===== src/rtl/icache_dm.sv =====
// icache_dm: direct-mapped instruction cache with a combinational lookup and a
// word-serial line fill from main memory.
//
// Ports
//   clk        rising-edge clock
//   reset      asynchronous, active-high reset (clears valid bits, aborts fill)
//   pc         word-aligned fetch address
//   rd_en      fetch request this cycle
//   instr      instruction word (32'h0 unless hit)
//   hit        instr valid this cycle
//   stall      freeze PC and IF/ID register
//   mem_req    word read request to main memory (FILL only)
//   mem_addr   byte address of requested word (0 outside FILL)
//   mem_rdata  memory read data
//   mem_ready  mem_rdata valid for current mem_addr
//
// Parameters
//   NSETS      number of lines (power of two, >= 2)
//   WPB        32-bit words per line (power of two, >= 2)
module icache_dm #(
  parameter int NSETS = 32,
  parameter int WPB   = 4
) (
  input  logic        clk,
  input  logic        reset,
  input  logic [31:0] pc,
  input  logic        rd_en,
  output logic [31:0] instr,
  output logic        hit,
  output logic        stall,
  output logic        mem_req,
  output logic [31:0] mem_addr,
  input  logic [31:0] mem_rdata,
  input  logic        mem_ready
);

  localparam int OFF_W = $clog2(WPB);
  localparam int IDX_W = $clog2(NSETS);
  localparam int TAG_W = 32 - IDX_W - OFF_W - 2;
  localparam logic [OFF_W-1:0] LAST_WORD = OFF_W'(WPB - 1);

  typedef enum logic {IDLE, FILL} state_t;

  state_t             state_q, state_d;
  logic [OFF_W-1:0]   cnt_q, cnt_d;
  logic [TAG_W-1:0]   miss_tag_q, miss_tag_d;
  logic [IDX_W-1:0]   miss_idx_q, miss_idx_d;
  logic [NSETS-1:0]   valid_q;

  // Tag and data storage carry no reset; the valid bits alone decide residency.
  logic [TAG_W-1:0]   tag_q  [NSETS];
  logic [31:0]        data_q [NSETS][WPB];

  logic [OFF_W-1:0]   pc_off;
  logic [IDX_W-1:0]   pc_idx;
  logic [TAG_W-1:0]   pc_tag;
  logic               lookup_hit;
  logic               miss_start;
  logic               fill_we;
  logic               fill_done;

  assign pc_off     = pc[OFF_W+1:2];
  assign pc_idx     = pc[IDX_W+OFF_W+1:OFF_W+2];
  assign pc_tag     = pc[31:IDX_W+OFF_W+2];
  assign lookup_hit = valid_q[pc_idx] && (tag_q[pc_idx] == pc_tag);

  // Next-state and outputs. In FILL, stall/mem_req/mem_addr depend only on
  // registered state; mem_ready steers the next state and nothing else.
  always_comb begin
    state_d    = state_q;
    cnt_d      = cnt_q;
    miss_tag_d = miss_tag_q;
    miss_idx_d = miss_idx_q;
    hit        = 1'b0;
    instr      = 32'h0;
    stall      = 1'b0;
    mem_req    = 1'b0;
    mem_addr   = 32'h0;
    miss_start = 1'b0;
    fill_we    = 1'b0;
    fill_done  = 1'b0;
    case (state_q)
      IDLE: begin
        if (rd_en) begin
          if (lookup_hit) begin
            hit   = 1'b1;
            instr = data_q[pc_idx][pc_off];
          end else begin
            stall      = 1'b1;
            miss_start = 1'b1;
            miss_tag_d = pc_tag;
            miss_idx_d = pc_idx;
            cnt_d      = '0;
            state_d    = FILL;
          end
        end
      end
      FILL: begin
        mem_req  = 1'b1;
        stall    = 1'b1;
        mem_addr = {miss_tag_q, miss_idx_q, cnt_q, 2'b00};
        if (mem_ready) begin
          fill_we = 1'b1;
          cnt_d   = cnt_q + 1'b1;
          if (cnt_q == LAST_WORD) begin
            fill_done = 1'b1;
            state_d   = IDLE;
          end
        end
      end
      default: state_d = IDLE;
    endcase
  end

  always_ff @(posedge clk or posedge reset) begin
    if (reset) begin
      state_q    <= IDLE;
      cnt_q      <= '0;
      miss_tag_q <= '0;
      miss_idx_q <= '0;
      valid_q    <= '0;
    end else begin
      state_q    <= state_d;
      cnt_q      <= cnt_d;
      miss_tag_q <= miss_tag_d;
      miss_idx_q <= miss_idx_d;
      // The victim line is invalidated as soon as its refill starts, so an
      // aborted fill can never leave a half-written line marked valid.
      if (miss_start) valid_q[pc_idx]     <= 1'b0;
      if (fill_done)  valid_q[miss_idx_q] <= 1'b1;
    end
  end

  always_ff @(posedge clk) begin
    if (fill_we)   data_q[miss_idx_q][cnt_q] <= mem_rdata;
    if (fill_done) tag_q[miss_idx_q]         <= miss_tag_q;
  end

endmodule

===== config.mk =====
export PLATFORM = sky130hd
export DESIGN_NAME = icache_dm
export DESIGN_NICKNAME = d
export VERILOG_FILES = /design/src/rtl/icache_dm.sv
export SDC_FILE = /design/constraint.sdc
export NUM_CORES = 2
export LEC_CHECK = 0
export BUFFER_PORTS_ARGS = -buffer_cell sky130_fd_sc_hd__buf_2
export CORE_ASPECT_RATIO = 0.75
export CORE_UTILIZATION = 65
export CTS_CLUSTER_DIAMETER = 80
export DETAILED_ROUTE_END_ITERATION = 16
export PLACE_DENSITY = 0.78
export SYNTH_ARGS = -nofsm -noshare
export SYNTH_HDL_FRONTEND = slang
export SYNTH_MEMORY_MAX_BITS = 65536
export SYNTH_SLANG_ARGS = --single-unit

===== constraint.sdc =====
create_clock -name clk -period 10 [get_ports clk]
set_input_delay 0.5 -clock clk [delete_from_list [all_inputs] [get_ports clk]]
set_output_delay 0.5 -clock clk [all_outputs]
set_load 0.01 [all_outputs]

==> impl_metrics.tcl <==
set metrics [dict create \
    die_w_um 622 \
    rsz0062_at_grt "false" \
    status "finished, final reports clean" \
    wl_per_cell_um 41.7 \
    grt_max_degree 139 \
    fin_setup_tns_ns 0 \
    drt_iter0_markers 16933 \
    seq_power_share_pct 54.3 \
    cp.arrival_ns 6.25 \
    ys_ff_latch 4895 \
    p_total_mw 44.3 \
    clk_path_buf_depth 4 \
    cts_sinks 4895 \
    grt_busiest_layer "met2" \
    period_share_pct 67.5 \
    swShare_pct 23.2 \
    clock_latency_ns 0.95 \
    ys_async_sr_fraction_pct 1.29 \
    hp-class "in -> reg" \
    use_met1_pct 50.0 \
    layout-drive-gt1-share_pct 26.8 \
    final-setup-viol-count 0 \
    synth_top_area_share_pct 77.4 \
    holdBufCountCts 34 \
    yosys.area.top_type "edfxtp_1" \
    clockPowerShare_pct 38.5 \
    ir_drop_v 0.000264 \
    internal_power_mw 34.0 \
    grt_pass1_wl_um 747000 \
    maxCapViolCount 0 \
    die_area_um2 290000 \
    fin_crit_ns 6.75 \
    crit_required_ns 9.50 \
    root_buffer "clkbuf_16" \
    post-cts-setup-buffers 0 \
    slew_violations 0 \
    ys.flop_type "edfxtp_1" \
    vias 98004 \
    cp_max_fo 96 \
    port_buffers 130 \
    rows 170 \
    max_freq_mhz 148 \
    final_net_count 8883 \
    area_growth_pct 11.6 \
    hold_viol_final 0 \
    cts.clk_slew.worst_paths_ns 0.07 \
    yosysUniqueCellTypes 66 \
    dr.pass1.iters 7 \
    crit_type "in -> out" \
    cts_tree "yes" \
    h-tree-depth 5 \
    final_area_um2 209000 \
    grt_util_met2_pct 55.8 \
    ios 135 \
    worst_pin_slew_ns 1.43 \
    switchingPower_mw 10.3 \
    synth_edf_count 4832 \
    wl_um 541000 \
    syn_inst 8390 \
    grt_use_total_pct 37.3 \
    comb_power_share_pct 7.2 \
    cts_buffers 437 \
    fin_skew_ns 0.0684 \
    die_h_um 467 \
    core-area_um2 286000 \
    ant_nets 0 \
    hpwl_um 267000 \
    gp_congestion 0.859 \
    grt_pass1_vias 98553 \
    netlist_top_cells_area "edfxtp_1, mux4_2, mux2i_1" \
    cts_resized 0 \
    ys_warn_count 0 \
    start_kind "primary input" \
    place_area_um2 194000 \
    r2r_slack_ns 5.41 \
    worstSetupEndpointType "primary output" \
    met3_usage_pct 12.0 \
    remaining_drc_errors 0 \
    vias_per_cell 7.56 \
    p_per_area_nw_per_um2 212 \
    power_leakage_nw 66.2 \
    antenna_found_initial 26 \
    synth_area_um2 187000 \
    avgSynthCellArea_um2 22.3 \
    slew_headroom_pct 3.59 \
    fin_hold_ws_ns 0.0263 \
    ys_seq_area_share_pct 78.3 \
    initial_core_util_pct 65.4 \
    overflow 0 \
]
[worst paths after layout]
path                               startpoint       endpoint  cells past startpoint
worst max-delay path                    pc[4]      instr[21]                     14
worst min-delay path                mem_ready       cnt_q[1]                      3
worst max register to register  tag_q[26][21]  miss_tag_q[6]                     10
worst min register to register     valid_q[8]     valid_q[8]                      1
max in group asynchronous               reset        state_q                      4
min in group asynchronous               reset  miss_idx_q[0]                      4
[metal layers]
layer / vias to the layer above / share of wire [%]
li1: 36509 / -
met1: 49983 / 32
met2: 9662 / 45
met3: 1834 / 16
met4: 16 / 6.3
met5: - / 0.019
[area by class of cell]
| cell class | count | area [µm²] |
|---|---|---|
| flip-flops and latches | 4895 | 147000 |
| well taps | 3784 | 4730 |
| inverters | 6 | 26.3 |
| clock buffers | 520 | 11400 |
| clock inverters | 278 | 2780 |
| fillers | 14812 | 77200 |
| repair buffers | 478 | 3650 |
| diodes | 9 | 22.5 |
| multi-input cells | 2993 | 39800 |
[stage by stage]
step,cells,setup slack [ns],util (%)
after floorplan,8391,5.96,-
after global placement,12121,3.29,67.9
after detailed placement,12121,3.31,67.9
after CTS,12953,3.29,73.0
after global routing,12957,2.88,73.0
final,12963,3.25,73.0
[cells in the final DEF (no fill, tap or decap), types with 28 or more instances in the layout]
| master | count |
|---|---|
| o22ai_1 | 277 |
| a21oi_1 | 80 |
| buf_4 | 334 |
| nor2_4 | 160 |
| nor4_1 | 44 |
| mux2_2 | 83 |
| clkbuf_16 | 442 |
| and2_1 | 39 |
| dlygate4sd3_1 | 34 |
| mux2i_1 | 429 |
| mux4_2 | 1110 |
| o221ai_1 | 61 |
| buf_2 | 92 |
| dfrtp_1 | 62 |
| a211oi_1 | 38 |
| nor2_1 | 126 |
| clkinv_2 | 88 |
| clkbuf_1 | 69 |
| bufinv_16 | 53 |
| edfxtp_1 | 4832 |
| mux2_1 | 28 |
| o21ai_0 | 82 |
| nand2_1 | 128 |
| clkinv_1 | 99 |
[sequential cells by signal, indices dropped and copies added (netlist names)]
| name | cells |
|---|---|
| miss_tag_q | 23 |
| state_q | 1 |
| miss_idx_q | 5 |
| valid_q | 32 |
| data_q | 4096 |
| cnt_q | 2 |
| tag_q | 736 |
[logic make-up after synthesis]
family	after synthesis	synth area share (%)
simple gates	607	1.51
buf+inv	503	1.20
mux	1650	16.3
compound gates	725	2.65
other cells	1	0.00200
xor+xnor	5	0.0234
fa+ha+maj	4	0.0267
flops	4895	78.3
[synthesized netlist by cell type, types with 5 or more instances]
cell,n
and3b_1,7
buf_4,12
nor2b_1,8
or3_1,7
dfrtp_1,63
mux4_2,1110
nand3_1,24
edfxtp_1,4832
nand4bb_1,6
o211ai_1,15
clkbuf_1,166
o41ai_1,8
nor4_1,45
a21o_1,8
nand2b_1,7
a221o_1,5
inv_1,6
nor2_1,288
a21boi_0,5
a31oi_1,24
a211oi_1,38
mux2i_1,429
buf_2,238
mux2_2,83
xor2_1,5
o21ai_0,83
o22ai_1,277
buf_1,79
mux2_1,28
a32oi_1,21
a221oi_1,21
a21oi_1,80
and2_1,39
o22a_1,12
o32a_1,27
o211a_1,20
and3_1,11
nand4_1,6
o221ai_1,61
nand2_1,129
[worst max-delay path: stages]
cell,delay [ns]
buf_12,0.48
buf_4,0.69
nand4bb_1,0.22
buf_4,0.48
o22ai_1,0.14
nor4_1,0.50
a21oi_1,0.13
or4_1,0.67
nor4_1,0.43
nand4_2,0.41
nor3b_4,0.33
buf_4,0.42
o211a_1,0.52
buf_2,0.23
[power by group through the flow]
| stage | combinational [mW] | clock (mW) | sequential (mW) |
|---|---|---|---|
| final | 3.17 | 17.1 | 24.0 |
| after global routing | 3.23 | 17.8 | 24.1 |
| after CTS | 3.09 | 17.1 | 24.0 |
| after detailed placement | 3.01 | 0 | 24.4 |
| after global placement | 2.93 | 0 | 24.4 |
| after floorplan | 1.59 | 0 | 24.2 |
No activity file was read; power rests on OpenSTA's default activity.
